### src/rtl/atm_pkg.sv
// Shared key codes, phase encoding and arithmetic helpers for the ATM keypad front end.
package atm_pkg;

    localparam logic [3:0] K_DEP    = 4'hA;
    localparam logic [3:0] K_RET    = 4'hB;
    localparam logic [3:0] K_BORRAR = 4'hC;
    localparam logic [3:0] K_ENTER  = 4'hD;

    localparam logic TIPO_DEP = 1'b0;
    localparam logic TIPO_RET = 1'b1;

    typedef enum logic [2:0] {
        IDLE  = 3'd0,
        PIN   = 3'd1,
        TIPO  = 3'd2,
        MONTO = 3'd3,
        FIN   = 3'd4,
        BLOQ  = 3'd5
    } phase_t;

    function automatic logic is_digit(input logic [3:0] k);
        return k <= 4'd9;
    endfunction

    // acc*10 + d without a multiplier
    function automatic logic [31:0] times10_plus(input logic [31:0] acc, input logic [3:0] d);
        return (acc << 3) + (acc << 1) + {28'd0, d};
    endfunction

endpackage

### src/rtl/atm_keypad_frontend_if.sv
// Keypad/controller signal bundle; master drives the keypad and controller feedback, slave is the front end.
interface atm_keypad_frontend_if;

    logic [3:0]  TECLA;
    logic        TECLA_VALIDA;
    logic        TARJETA_RECIBIDA;
    logic        PIN_INCORRECTO;
    logic        Bloqueo;
    logic [3:0]  DIGITO;
    logic        DIGITO_STB;
    logic        TIPO_TRANS;
    logic        TIPO_STB;
    logic [31:0] MONTO;
    logic        MONTO_STB;
    logic [31:0] ACUM;
    logic [3:0]  NUM_DIG;

    modport master (
        output TECLA, TECLA_VALIDA, TARJETA_RECIBIDA, PIN_INCORRECTO, Bloqueo,
        input  DIGITO, DIGITO_STB, TIPO_TRANS, TIPO_STB, MONTO, MONTO_STB, ACUM, NUM_DIG
    );

    modport slave (
        input  TECLA, TECLA_VALIDA, TARJETA_RECIBIDA, PIN_INCORRECTO, Bloqueo,
        output DIGITO, DIGITO_STB, TIPO_TRANS, TIPO_STB, MONTO, MONTO_STB, ACUM, NUM_DIG
    );

endinterface

### src/rtl/atm_key_debounce.sv
// One registered event per key press once TECLA has been held stable for DEB_CYC cycles (DEB_CYC >= 2).
module atm_key_debounce #(
    parameter int DEB_CYC = 4
) (
    input  logic       Clk,
    input  logic       Reset,
    input  logic [3:0] TECLA,
    input  logic       TECLA_VALIDA,
    output logic       key_evt,
    output logic [3:0] key_code
);

    localparam int            CW       = $clog2(DEB_CYC + 1);
    localparam logic [CW-1:0] CNT_LOAD = CW'(DEB_CYC - 1);
    localparam logic [CW-1:0] CNT_TC   = CW'(1);

    logic [CW-1:0] cnt;
    logic [3:0]    code_q;
    logic          armed;
    logic          trk;

    // armed stays low out of reset so a key already held is ignored until released
    always_ff @(posedge Clk or negedge Reset) begin
        if (!Reset) begin
            cnt      <= '0;
            code_q   <= '0;
            armed    <= 1'b0;
            trk      <= 1'b0;
            key_evt  <= 1'b0;
            key_code <= '0;
        end else begin
            key_evt <= 1'b0;
            if (!TECLA_VALIDA) begin
                armed <= 1'b1;
                trk   <= 1'b0;
            end else if (armed) begin
                if (!trk || (TECLA != code_q)) begin
                    trk    <= 1'b1;
                    code_q <= TECLA;
                    cnt    <= CNT_LOAD;
                end else if (cnt == CNT_TC) begin
                    key_evt  <= 1'b1;
                    key_code <= code_q;
                    armed    <= 1'b0;
                    trk      <= 1'b0;
                end else begin
                    cnt <= cnt - CNT_TC;
                end
            end
        end
    end

endmodule

### src/rtl/atm_keypad_frontend.sv
// Session-phase FSM and amount accumulator turning debounced keys into strobed controller inputs.
module atm_keypad_frontend
    import atm_pkg::*;
#(
    parameter int DEB_CYC = 4,
    parameter int MAX_DIG = 9
) (
    input logic                  Clk,
    input logic                  Reset,
    atm_keypad_frontend_if.slave bus
);

    phase_t      phase, phase_n;
    logic        card_q;
    logic [1:0]  pin_cnt, pin_cnt_n;
    logic [31:0] acum, acum_n;
    logic [3:0]  num, num_n;
    logic [3:0]  digito, digito_n;
    logic        tipo, tipo_n;
    logic [31:0] monto, monto_n;
    logic        dstb, dstb_n;
    logic        tstb, tstb_n;
    logic        mstb, mstb_n;

    logic        key_evt;
    logic [3:0]  key_code;
    logic        card_rise;
    logic        card_gone;
    logic        evt_dig;

    atm_key_debounce #(.DEB_CYC(DEB_CYC)) u_deb (
        .Clk         (Clk),
        .Reset       (Reset),
        .TECLA       (bus.TECLA),
        .TECLA_VALIDA(bus.TECLA_VALIDA),
        .key_evt     (key_evt),
        .key_code    (key_code)
    );

    assign card_rise = bus.TARJETA_RECIBIDA && !card_q;
    assign card_gone = !bus.TARJETA_RECIBIDA;
    assign evt_dig   = key_evt && is_digit(key_code);

    always_ff @(posedge Clk or negedge Reset) begin
        if (!Reset) begin
            phase   <= IDLE;
            card_q  <= 1'b0;
            pin_cnt <= '0;
            acum    <= '0;
            num     <= '0;
            digito  <= '0;
            tipo    <= 1'b0;
            monto   <= '0;
            dstb    <= 1'b0;
            tstb    <= 1'b0;
            mstb    <= 1'b0;
        end else begin
            phase   <= phase_n;
            card_q  <= bus.TARJETA_RECIBIDA;
            pin_cnt <= pin_cnt_n;
            acum    <= acum_n;
            num     <= num_n;
            digito  <= digito_n;
            tipo    <= tipo_n;
            monto   <= monto_n;
            dstb    <= dstb_n;
            tstb    <= tstb_n;
            mstb    <= mstb_n;
        end
    end

    // Priority: Bloqueo, card removal, PIN_INCORRECTO, key event
    always_comb begin
        phase_n = phase;
        if (bus.Bloqueo) begin
            phase_n = BLOQ;
        end else begin
            case (phase)
                IDLE: if (card_rise) phase_n = PIN;
                BLOQ: phase_n = BLOQ;
                default: begin
                    if (card_gone) begin
                        phase_n = IDLE;
                    end else begin
                        case (phase)
                            PIN:  if (evt_dig && (pin_cnt == 2'd3)) phase_n = TIPO;
                            TIPO: begin
                                if (bus.PIN_INCORRECTO)
                                    phase_n = PIN;
                                else if (key_evt && ((key_code == K_DEP) || (key_code == K_RET)))
                                    phase_n = MONTO;
                            end
                            MONTO: if (key_evt && (key_code == K_ENTER) && (num != 4'd0)) phase_n = FIN;
                            default: phase_n = phase;
                        endcase
                    end
                end
            endcase
        end
    end

    always_comb begin
        pin_cnt_n = pin_cnt;
        acum_n    = acum;
        num_n     = num;
        digito_n  = digito;
        tipo_n    = tipo;
        monto_n   = monto;
        dstb_n    = 1'b0;
        tstb_n    = 1'b0;
        mstb_n    = 1'b0;
        if (!bus.Bloqueo) begin
            case (phase)
                IDLE: if (card_rise) pin_cnt_n = 2'd0;
                PIN, TIPO, MONTO, FIN: begin
                    if (card_gone) begin
                        acum_n = '0;
                        num_n  = '0;
                    end else begin
                        case (phase)
                            PIN: begin
                                if (evt_dig) begin
                                    digito_n  = key_code;
                                    dstb_n    = 1'b1;
                                    pin_cnt_n = pin_cnt + 2'd1;
                                end
                            end
                            TIPO: begin
                                if (bus.PIN_INCORRECTO) begin
                                    pin_cnt_n = 2'd0;
                                end else if (key_evt && (key_code == K_DEP)) begin
                                    tipo_n = TIPO_DEP;
                                    tstb_n = 1'b1;
                                end else if (key_evt && (key_code == K_RET)) begin
                                    tipo_n = TIPO_RET;
                                    tstb_n = 1'b1;
                                end
                            end
                            MONTO: begin
                                if (evt_dig && (num < 4'(MAX_DIG))) begin
                                    acum_n = times10_plus(acum, key_code);
                                    num_n  = num + 4'd1;
                                end else if (key_evt && (key_code == K_BORRAR)) begin
                                    acum_n = '0;
                                    num_n  = '0;
                                end else if (key_evt && (key_code == K_ENTER) && (num != 4'd0)) begin
                                    monto_n = acum;
                                    mstb_n  = 1'b1;
                                end
                            end
                            default: ;
                        endcase
                    end
                end
                default: ;
            endcase
        end
    end

    assign bus.DIGITO     = digito;
    assign bus.DIGITO_STB = dstb;
    assign bus.TIPO_TRANS = tipo;
    assign bus.TIPO_STB   = tstb;
    assign bus.MONTO      = monto;
    assign bus.MONTO_STB  = mstb;
    assign bus.ACUM       = acum;
    assign bus.NUM_DIG    = num;

endmodule
### src/flat_wrapper.sv
// flat-port wrapper written by rule: the top's interface ports become plain ports
module atm_keypad_frontend_flat import atm_pkg::*;
#(
    parameter int DEB_CYC = 4,
    parameter int MAX_DIG = 9
)
  (Clk, Reset, bus_TECLA, bus_TECLA_VALIDA, bus_TARJETA_RECIBIDA, bus_PIN_INCORRECTO, bus_Bloqueo, bus_DIGITO, bus_DIGITO_STB, bus_TIPO_TRANS, bus_TIPO_STB, bus_MONTO, bus_MONTO_STB, bus_ACUM, bus_NUM_DIG);
  atm_keypad_frontend_if bus_i ();
  input logic Clk;
  input logic Reset;
  input wire logic [$bits(bus_i.TECLA)-1:0] bus_TECLA;
  input wire logic [$bits(bus_i.TECLA_VALIDA)-1:0] bus_TECLA_VALIDA;
  input wire logic [$bits(bus_i.TARJETA_RECIBIDA)-1:0] bus_TARJETA_RECIBIDA;
  input wire logic [$bits(bus_i.PIN_INCORRECTO)-1:0] bus_PIN_INCORRECTO;
  input wire logic [$bits(bus_i.Bloqueo)-1:0] bus_Bloqueo;
  output wire logic [$bits(bus_i.DIGITO)-1:0] bus_DIGITO;
  output wire logic [$bits(bus_i.DIGITO_STB)-1:0] bus_DIGITO_STB;
  output wire logic [$bits(bus_i.TIPO_TRANS)-1:0] bus_TIPO_TRANS;
  output wire logic [$bits(bus_i.TIPO_STB)-1:0] bus_TIPO_STB;
  output wire logic [$bits(bus_i.MONTO)-1:0] bus_MONTO;
  output wire logic [$bits(bus_i.MONTO_STB)-1:0] bus_MONTO_STB;
  output wire logic [$bits(bus_i.ACUM)-1:0] bus_ACUM;
  output wire logic [$bits(bus_i.NUM_DIG)-1:0] bus_NUM_DIG;
  assign bus_i.TECLA = bus_TECLA;
  assign bus_i.TECLA_VALIDA = bus_TECLA_VALIDA;
  assign bus_i.TARJETA_RECIBIDA = bus_TARJETA_RECIBIDA;
  assign bus_i.PIN_INCORRECTO = bus_PIN_INCORRECTO;
  assign bus_i.Bloqueo = bus_Bloqueo;
  assign bus_DIGITO = bus_i.DIGITO;
  assign bus_DIGITO_STB = bus_i.DIGITO_STB;
  assign bus_TIPO_TRANS = bus_i.TIPO_TRANS;
  assign bus_TIPO_STB = bus_i.TIPO_STB;
  assign bus_MONTO = bus_i.MONTO;
  assign bus_MONTO_STB = bus_i.MONTO_STB;
  assign bus_ACUM = bus_i.ACUM;
  assign bus_NUM_DIG = bus_i.NUM_DIG;
  atm_keypad_frontend #(.DEB_CYC(DEB_CYC), .MAX_DIG(MAX_DIG)) u_core (.Clk(Clk), .Reset(Reset), .bus(bus_i));
endmodule
### config.mk
export PLATFORM = sky130hd
export DESIGN_NAME = atm_keypad_frontend_flat
export DESIGN_NICKNAME = d
export VERILOG_FILES = /design/src/rtl/atm_pkg.sv /design/src/rtl/atm_keypad_frontend_if.sv /design/src/rtl/atm_key_debounce.sv /design/src/rtl/atm_keypad_frontend.sv /design/src/flat_wrapper.sv
export SDC_FILE = /design/constraint.sdc
export NUM_CORES = 1
export LEC_CHECK = 0
export CORE_MARGIN = 4
export CORE_UTILIZATION = 30
export CTS_CLUSTER_SIZE = 30
export DETAILED_ROUTE_END_ITERATION = 8
export PLACE_DENSITY = 0.56
export SLEW_MARGIN = 40
export SYNTH_ARGS = -nofsm -noshare
export SYNTH_HDL_FRONTEND = slang
export SYNTH_SLANG_ARGS = --single-unit
### constraint.sdc
create_clock -name Clk -period 2.78 [get_ports Clk]
set_clock_uncertainty 0.1 [all_clocks]
set_input_delay 0.417 -clock Clk [delete_from_list [all_inputs] [get_ports Clk]]
set_output_delay 0.417 -clock Clk [all_outputs]
set_load 0.005 [all_outputs]
Word-level counts from Yosys, hierarchy flattened
Cells that the tools add are included.
{"block": "op_classes", "reduce_logical": 29, "n_addsub": 5, "n_lt_le_gt_ge": 2, "mux": 58, "eq_ne": 27, "n_bitwise": 5}
{"operator": "32-bit two-way mux", "count": 4}
{"operator": "1-bit two-way mux", "count": 33}
{"operator": "32-bit adder", "count": 1}
{"operator": "32-bit by 4-bit adder with 32-bit output", "count": 1}
{"operator": "3-bit two-way mux", "count": 9}
{"operator": "4-bit equality test (second input constant)", "count": 4}
{"operator": "4-bit two-way mux", "count": 4}
{"operator": "7-bit AND reduction", "count": 2}
{"operator": "6-bit by 5-bit inequality test with 1-bit output (second input constant)", "count": 2}
{"operator": "1-bit logical AND", "count": 10}
{"operator": "5-bit AND reduction", "count": 2}
{"operator": "3-bit by 1-bit inequality test with 1-bit output (second input constant)", "count": 3}
{"operator": "3-bit case mux with 3 select lines", "count": 1}
{"operator": "2-bit two-way mux", "count": 4}
{"operator": "2-bit case mux with 2 select lines", "count": 2}
{"operator": "4-bit AND reduction", "count": 2}
{"operator": "7-bit by 1-bit inequality test with 1-bit output (second input constant)", "count": 1}
{"operator": "7-bit by 6-bit inequality test with 1-bit output (second input constant)", "count": 1}
{"operator": "3-bit by 1-bit equality test with 1-bit output (second input constant)", "count": 2}
{"operator": "3-bit by 2-bit equality test with 1-bit output (second input constant)", "count": 2}
{"operator": "3-bit equality test (second input constant)", "count": 2}
{"operator": "2-bit by 1-bit inequality test with 1-bit output (second input constant)", "count": 3}
{"operator": "3-bit by 2-bit inequality test with 1-bit output (second input constant)", "count": 2}
{"operator": "3-bit case mux with 2 select lines", "count": 1}
{"operator": "19 further kinds", "count": 28}
{"block": "word_totals", "out_inout_bits": 76, "elab_cells": 143, "inputBits": 10, "regBits": 96}

Logic depth before layout (Yosys ltp)
Gate-level depths: netlist of the first run.
{"block": "depth", "ltp_word": 10, "ltp_mapped": 11, "depth_no_buf": 11}

Modules after synthesis
From an unflattened synthesis of the first run, not the netlist that was laid out.
{"block": "unflattened", "cells_unflattened": 597, "hier_area_um2": 6038.3}
{"mod": "atm_keypad_frontend", "instances": 1, "area_per_inst_um2": 5392.7, "cells_each": 548, "seq_area_each_um2": 2052.0}
{"mod": "atm_key_debounce", "instances": 1, "area_per_inst_um2": 645.6, "cells_each": 49, "seq_area_each_um2": 350.3}

Worst setup path before layout of the first run
Ideal clock, no wire load.
{"block": "synth_timing", "path_type": "reg2reg", "start": "reg u_core.acum[0] (netlist: u_core.bus.ACUM[0])", "end": "reg u_core.acum[30] (netlist: u_core.bus.ACUM[30])", "t_required_ns": 2.558, "path_slack_ns": -0.322, "setup_time_ns": 0.122, "stages_incl_launch_ff": 11, "t_arrival_ns": 2.881, "path_cell_list": "dfrtp_1 > inv_1 > fa_1 > inv_1 > fa_1 > a21oi_1 > o21ai_0 > a22oi_2 > a31oi_1 > or4_1 > a32o_1"}
{"block": "synth_via", "elab_chain_cells": 5}
{"item": "start: declaration", "line_no": "atm_keypad_frontend.sv:16", "source": "logic [31:0] acum, acum_n;"}
{"item": "start signal: assignment", "line_no": "atm_keypad_frontend.sv:61", "source": "acum <= acum_n;"}
{"item": "32-bit adder", "line_no": "atm_pkg.sv:27", "source": "return (acc << 3) + (acc << 1) + {28'd0, d};"}
{"item": "32-bit by 4-bit adder with 32-bit output", "line_no": "atm_pkg.sv:27"}
{"item": "32-bit two-way mux", "line_no": "atm_keypad_frontend.sv:140", "source": "if (evt_dig && (num < 4'(MAX_DIG))) begin"}
{"item": "32-bit two-way mux", "line_no": "atm_keypad_frontend.sv:120", "source": "case (phase)"}
{"item": "32-bit two-way mux", "line_no": "atm_keypad_frontend.sv:116", "source": "if (card_gone) begin"}
No other way between the ends. The select of a mux whose other input is x is not followed.
A chain may end at the register's enable or synchronous reset.

Final worst setup path of the first run
Ends and elaborated chain as after synthesis.

==> summary.txt, run 1 <==
outcome -> finished with violations
failing checks -> setup timing
CP endpoint kind -> flop
clk sinks -> 96
Final #Nets -> 829
full die area -> 22400 µm²
CTS max path bufs -> 2
number of global-route vias before repair -> 5372
area of the multi-input gates -> 3570 µm²
Tcrit/Tclk final -> 107%
# setup viols final -> 14
most common cell after layout, fill and taps aside -> dfrtp_1
unrepaired setup endpoints after global routing -> yes
Worst-Margin Slew -> 0.555 ns
Num CTS Buffers -> 9
# IOs -> 86
Register Area -> 2400 µm²
Routed WL -> 16300 µm
ys async rst share -> 100%
clk_lat worst skew -> 0.36 ns
synth warn -> 0
fmax -> 336 MHz
Syn Nets -> 673
TNS Setup -> -1.30 ns
combinational share of power -> 3.0%
register clock-pin slew on the reported worst setup and hold paths -> 0.07 ns
ant diodes -> 0
core area -> 19600 µm²
Power Total -> 2780 µW
first-pass GRT wire length -> 27600 µm
CP Launch Type -> flop
sequential share of the synthesized area -> 40.0%
WL/cell -> 15.9 µm
Die Ht -> 150 µm
gp weighted congestion -> 0.848
critical path class -> flop to flop
sw power -> 637 µW
Die X -> 150 µm
EDFF count, synth -> 0
register share of total power -> 51.0%
final worst slack -> -0.199 ns
Fill cells -> 1931
Residual DRC -> 0
Cell Area, Placed -> 7720 µm²
Post-synth top flop -> dfrtp_1
final antenna-violating net count -> 0
post-route design area -> 8250 µm²
fin crit period -> 2.98 ns
H-tree levels -> 3
flops & latches, synth -> 96
placed instance count -> 999
Clk pwr share -> 46.1%
hold bufs inserted after CTS -> 0
Std-Cell Rows -> 51
Final Core Density -> 42.1%
1st-iter DRT viols -> 218
DP Wirelength -> 12100 µm
drt via density -> 5.02
Hold Vio Cnt, Final -> 0
Synth Instances -> 598
Power Dens Cells -> 337 nW/µm²
antenna violations before repair -> 0
layout cells sized above 1 -> 24.9%
MaxCap Viol Count -> 0
syn_area_per_cell -> 10.0 µm²
CP arrival -> 3.13 ns
GRT Total Usage -> 15.3%
Synth Cell Area -> 6010 µm²
fin cells -> 1024
commonest non-fill, non-tap cells in the layout -> dfrtp_1 (96), clkdlybuf4s50_1 (84), buf_4 (79)
class of the worst hold path -> input pin to async pin
vias -> 5142
GRT Residual Overflow -> 0
CTS tree -> yes
initial cell density of the core -> 30.7%
leak pwr -> 0.00389 µW
internal power -> 2140 µW
area growth from synthesis to layout -> 37.2%
synth unique cells -> 66
Slew Viols, Final -> 0
drt first pass iters -> 5
Critical Path RT -> 2.93 ns
Clock Root Buffer -> clkbuf_16
sw frac -> 23.0%
pin count of the biggest net entering global routing -> 97
max_slew headroom -> 63.0%
worst-path fanout max -> 3
VDD IR max -> 0.281 mV
port bufs -> 85
-- sequential cells by signal (all words and copies together) (netlist names), 3 cells and up --
| name | count |
|---|---|
| u_core.phase | 3 |
| u_core.bus.ACUM | 32 |
| u_core.u_deb.cnt | 3 |
| u_core.bus.MONTO | 32 |
| u_core.u_deb.code_q | 4 |
| u_core.bus.NUM_DIG | 4 |
| u_core.bus.DIGITO | 4 |
| u_core.u_deb.key_code | 4 |
-- per-layer routing --
layer	up-vias	global-route usage (%)	share of wire, %
met5	-	0	0
met3	17	4.30	4.9
met1	2532	18.9	43
met2	102	26.0	51
li1	2491	-	-
met4	0	4.35	1.8
-- Yosys cell counts (all sizes together) (13+ instances only) --
cell / number / area, µm²
a21o: 15 / 116
a21oi: 39 / 195
buf: 13 / 77.6
dfrtp: 96 / 2400
ha: 63 / 788
inv: 23 / 86.3
mux2: 43 / 484
nand2: 53 / 199
nand3: 13 / 65.1
nand4: 13 / 81.3
nor2: 29 / 109
o21ai: 52 / 260
xnor2: 18 / 158
-- metrics by stage --
| step | hold slack, ns | setup WS, ns |
|---|---|---|
| finish | 0.0127 | -0.199 |
| floorplan | 0.0214 | -0.0804 |
| detailed placement | 0.389 | -0.186 |
| CTS | 0.0396 | -0.179 |
| global route | 0.0549 | -0.328 |
| global placement | 0.372 | -0.119 |
-- power groups by stage --
stage / combinational [µW] / clock, µW / sequential, µW
after floorplan: 25.6 / 0 / 1440
after global placement: 82.8 / 0 / 1440
after detailed placement: 85.0 / 0 / 1440
after CTS: 86.0 / 1340 / 1410
after global routing: 95.3 / 1390 / 1420
final: 82.0 / 1280 / 1420
-- cells by family (layout without fill, tap and decap cells) --
kind of cell             count (synthesis)  count (layout)  synth area share (%)
AO/OA/AOI/OAI                          160             160                  17.3
buffers and inverters                   48             209                  3.50
AND/OR/NAND/NOR                        155             155                  12.8
XOR/XNOR                                28              28                  4.08
flip-flops                              96              96                  40.0
adder cells (fa/ha/maj)                 66              66                  13.9
multiplexers                            45              45                  8.39
-- final cells by class --
class                           instances  area share (%)
Clock buffer                            9            2.73
Clock inverter                          7           0.850
Inverter                               23            1.05
Multi-Input combinational cell        454            43.3
Sequential cell                        96            29.1
Tap cell                              265            4.02
Timing Repair Buffer                  170            18.9
-- path summary, 6_finish.rpt --
kind	startpoint	to	slack, ns	cells after the start
min in group Clk	u_core.pin_cnt[1]	u_core.pin_cnt[1]	0.40	2
setup / recovery	u_core.bus.ACUM[0]	u_core.bus.ACUM[30]	-0.20	11
max in group asynchronous	Reset	u_core.phase[1]	2.14	2
hold / removal	Reset	u_core.bus.MONTO[13]	0.01	2
setup reg to reg	u_core.bus.ACUM[0]	u_core.bus.ACUM[30]	-0.20	11
hold reg to reg	u_core.pin_cnt[1]	u_core.pin_cnt[1]	0.40	2
-- critical path: stages, from the launching register on --
cell,delay (ns)
dfrtp_1,0.37
inv_2,0.05
fa_1,0.55
inv_2,0.06
fa_2,0.37
a21oi_4,0.16
o21ai_2,0.09
a22oi_2,0.21
buf_4,0.17
a31oi_4,0.09
or4_1,0.42
a32o_1,0.23
-- repair_timing --
item,CTS,global route
endpoints found under the setup margin,15,52
pin swaps,13,22
buffers inserted,3,6
gates resized for setup,24,25
No activity file was read; power rests on OpenSTA's default activity.
==> run 2: changes to the inputs <==
- SLEW_MARGIN: 40 -> 10
==> results of run 2 <==
The final DEF is identical to that of run 1; final timing and power are the same.
==> run 3: changes to the inputs <==
--- a/constraint.sdc
+++ b/constraint.sdc
@@ -4,2 +4,2 @@
 set_output_delay 0.417 -clock Clk [all_outputs]
-set_load 0.005 [all_outputs]
+set_load 0.02 [all_outputs]
==> run 3 against run 2 <==
Net effect: the run still ends with setup timing left; sequential cell count is the same; sequential share of layout area increased by 0.35 points; register-to-register slack improved by 0.05 ns; critical path depth grew 1; worst hold slack better by 0.38 ns; sequential power barely moved; first-iteration DRC count rose by 6.0%; cell area fell by 1.0%; setup slack improved by 0.050 ns; clock power hardly changed; largest cell class unchanged; highest routed layer unchanged.
==> summary.txt, run 3 (synthesis gave the netlist of run 1 again) <==
commonest non-fill, non-tap cells in the layout -> dfrtp_1 (93), clkdlybuf4s50_1 (84), buf_4 (63)
Die Ht -> 150 µm (unchanged)
CP max stage delay -> 0.54 ns (about the same)
CP endpoint kind -> flop
VDD IR max -> 0.271 mV (-3.6%)
most crowded layer after global routing -> met2
most common cell after layout, fill and taps aside -> dfrtp_1
Std-Cell Rows -> 51 (unchanged)
CP dominant cell by count -> inv_2
CP Launch Type -> flop
WL/cell -> 15.8 µm (-0.68%)
class of the worst hold path -> flop to flop
met1 Use GR -> 18.5% (-0.42 points)
MaxCap Viol Count -> 0 (unchanged)
full die area -> 22400 µm² (unchanged)
pin count of the biggest net entering global routing -> 46 (-53%)
sw frac -> 25.1% (+2.1 points)
leak pwr -> 0.00380 µW (-2.4%)
drt via density -> 5.04 (+0.36%)
unrepaired setup endpoints after global routing -> yes
Critical Path RT -> 2.93 ns (about the same)
layout cells sized above 1 -> 23.9% (-0.98 points)
Clk pwr share -> 46.1% (about the same)
register share of total power -> 50.9% (about the same)
placed instance count -> 987 (-1.2%)
port bufs -> 85 (unchanged)
vias -> 5085 (-1.1%)
register clock-pin slew on the reported worst setup and hold paths -> 0.08 ns (about the same)
TNS Setup -> -0.546 ns (+0.754 ns)
Clock Root Buffer -> clkbuf_16
Residual DRC -> 0 (unchanged)
crit-path cells -> inv_2 -> fa_1 -> inv_2 -> ha_4 -> a21oi_2 -> or3b_4 -> buf_4 -> a211oi_4 -> o21ai_2 -> a21oi_4 -> a211oi_2 -> nand3b_1
DP Wirelength -> 12000 µm (-0.48%)
ant diodes -> 0 (unchanged)
final antenna-violating net count -> 0 (unchanged)
grt met3 use -> 3.88% (-0.42 points)
clk_lat worst skew -> 0.36 ns (about the same)
fmax -> 341 MHz (+1.7%)
sw power -> 698 µW (+9.5%)
number of global-route vias before repair -> 5280 (-1.7%)
Power Dens Cells -> 341 nW/µm² (+1.3%)
worst-path fanout max -> 4 (+1)
Slew Viols, Final -> 0 (unchanged)
Hold Vio Cnt, Final -> 0 (unchanged)
Routed WL -> 15900 µm (-2.1%)
GRT Residual Overflow -> 0 (unchanged)
core area -> 19600 µm² (unchanged)
initial cell density of the core -> 30.7% (unchanged)
fin crit period -> 2.93 ns (-0.0503 ns)
# IOs -> 86 (unchanged)
Global Route met2 Usage -> 25.3% (-0.70 points)
CP arrival -> 3.08 ns (-0.05 ns)
first-pass GRT wire length -> 26700 µm (-3.3%)
max_slew headroom -> 67.3% (+4.3 points)
Tcrit/Tclk final -> 105% (-1.8 points)
clk sinks -> 96 (unchanged)
gp weighted congestion -> 0.868 (+2.3%)
outcome -> finished with violations
fin cells -> 1009 (-1.5%)
area growth from synthesis to layout -> 35.8%
CTS max path bufs -> 2 (unchanged)
1st-iter DRT viols -> 231 (+6.0%)
failing checks -> setup timing
Fill cells -> 1911 (-1.0%)
H-tree levels -> 3 (unchanged)
Worst-Margin Slew -> 0.490 ns (-0.0650 ns)
antenna violations before repair -> 0 (unchanged)
GRT Total Usage -> 14.8% (-0.48 points)
Final #Nets -> 814 (-1.8%)
combinational share of power -> 3.1% (about the same)
Die X -> 150 µm (unchanged)
final worst slack -> -0.149 ns (+0.0503 ns)
drt first pass iters -> 5 (unchanged)
critical path class -> flop to flop
Slowest cell on crit path -> fa_1
# setup viols final -> 7 (-7)
CTS tree -> yes
Num CTS Buffers -> 9 (unchanged)
internal power -> 2090 µW (-2.5%)
run 3: power groups by stage:
stage | Sequential (µW) | Clock (µW) | Combinational, µW
2_1_floorplan | 1440 | 0 | 25.6
3_3_place_gp | 1440 | 0 | 83.3
3_5_place_dp | 1440 | 0 | 87.2
4_1_cts | 1420 | 1330 | 89.1
5_1_grt | 1420 | 1390 | 97.8
6_report | 1420 | 1280 | 85.9
run 3: worst max-delay path: cells and delay by family, from the launching register on:
kind,cells,cell delay (ns)
compound gates,5,0.73
fa+ha+maj,2,0.80
buf+inv,3,0.26
flops,1,0.37
simple gates,2,0.56
run 3: metal layers:
| layer | vias to the layer above | share of wire [%] |
|---|---|---|
| li1 | 2453 | - |
| met1 | 2482 | 43 |
| met2 | 132 | 49 |
| met3 | 18 | 6.3 |
| met4 | 0 | 1.3 |
| met5 | - | 0 |
run 3: final timing paths:
check,depth (start not counted),end,slack (ns),from
setup reg to reg,12,u_core.bus.ACUM[29],-0.15,u_core.bus.ACUM[0]
min in group asynchronous,2,u_core.bus.ACUM[14],0.46,Reset
hold / removal,2,u_core.bus.DIGITO[3],0.40,u_core.bus.DIGITO[3]
setup / recovery,12,u_core.bus.ACUM[29],-0.15,u_core.bus.ACUM[0]
max in group asynchronous,3,u_core.bus.ACUM[2],1.41,Reset
hold reg to reg,2,u_core.bus.DIGITO[3],0.40,u_core.bus.DIGITO[3]
run 3: cell type report:
type / instances / area, µm² / share of cell area (%)
well taps: 265 / 332 / 4.06
multi-input cells: 454 / 3590 / 43.9
repair buffers: 155 / 1450 / 17.7
inverters: 23 / 86.3 / 1.06
flip-flops and latches: 96 / 2410 / 29.5
clock buffers: 9 / 225 / 2.76
clock inverters: 7 / 81.3 / 0.996
run 3: repair_timing:
| action | 4_1_cts | 5_1_grt |
|---|---|---|
| setup endpoints to repair | 14 | 21 |
| hold buffers | 1 | 0 |
| gates resized for setup | 12 | 39 |
| pin swaps | 6 | 26 |
| setup buffers | 2 | 3 |
| endpoints found under the hold margin | 29 | 0 |
| gates cloned | 0 | 0 |
run 3: through the flow:
stage | instance area, µm² | power [µW] | worst slack, ns | hold WS (ns) | utilization, %
floorplan | 6040 | 1470 | -0.106 | 0.0214 | -
finish | 8160 | 2780 | -0.149 | 0.398 | 41.7
detailed placement | 7640 | 1530 | -0.130 | 0.298 | 39.0
CTS | 8010 | 2840 | -0.139 | 0.407 | 40.9
global placement | 7640 | 1530 | -0.107 | 0.290 | 39.0
global route | 8160 | 2910 | -0.272 | 0.429 | 41.7
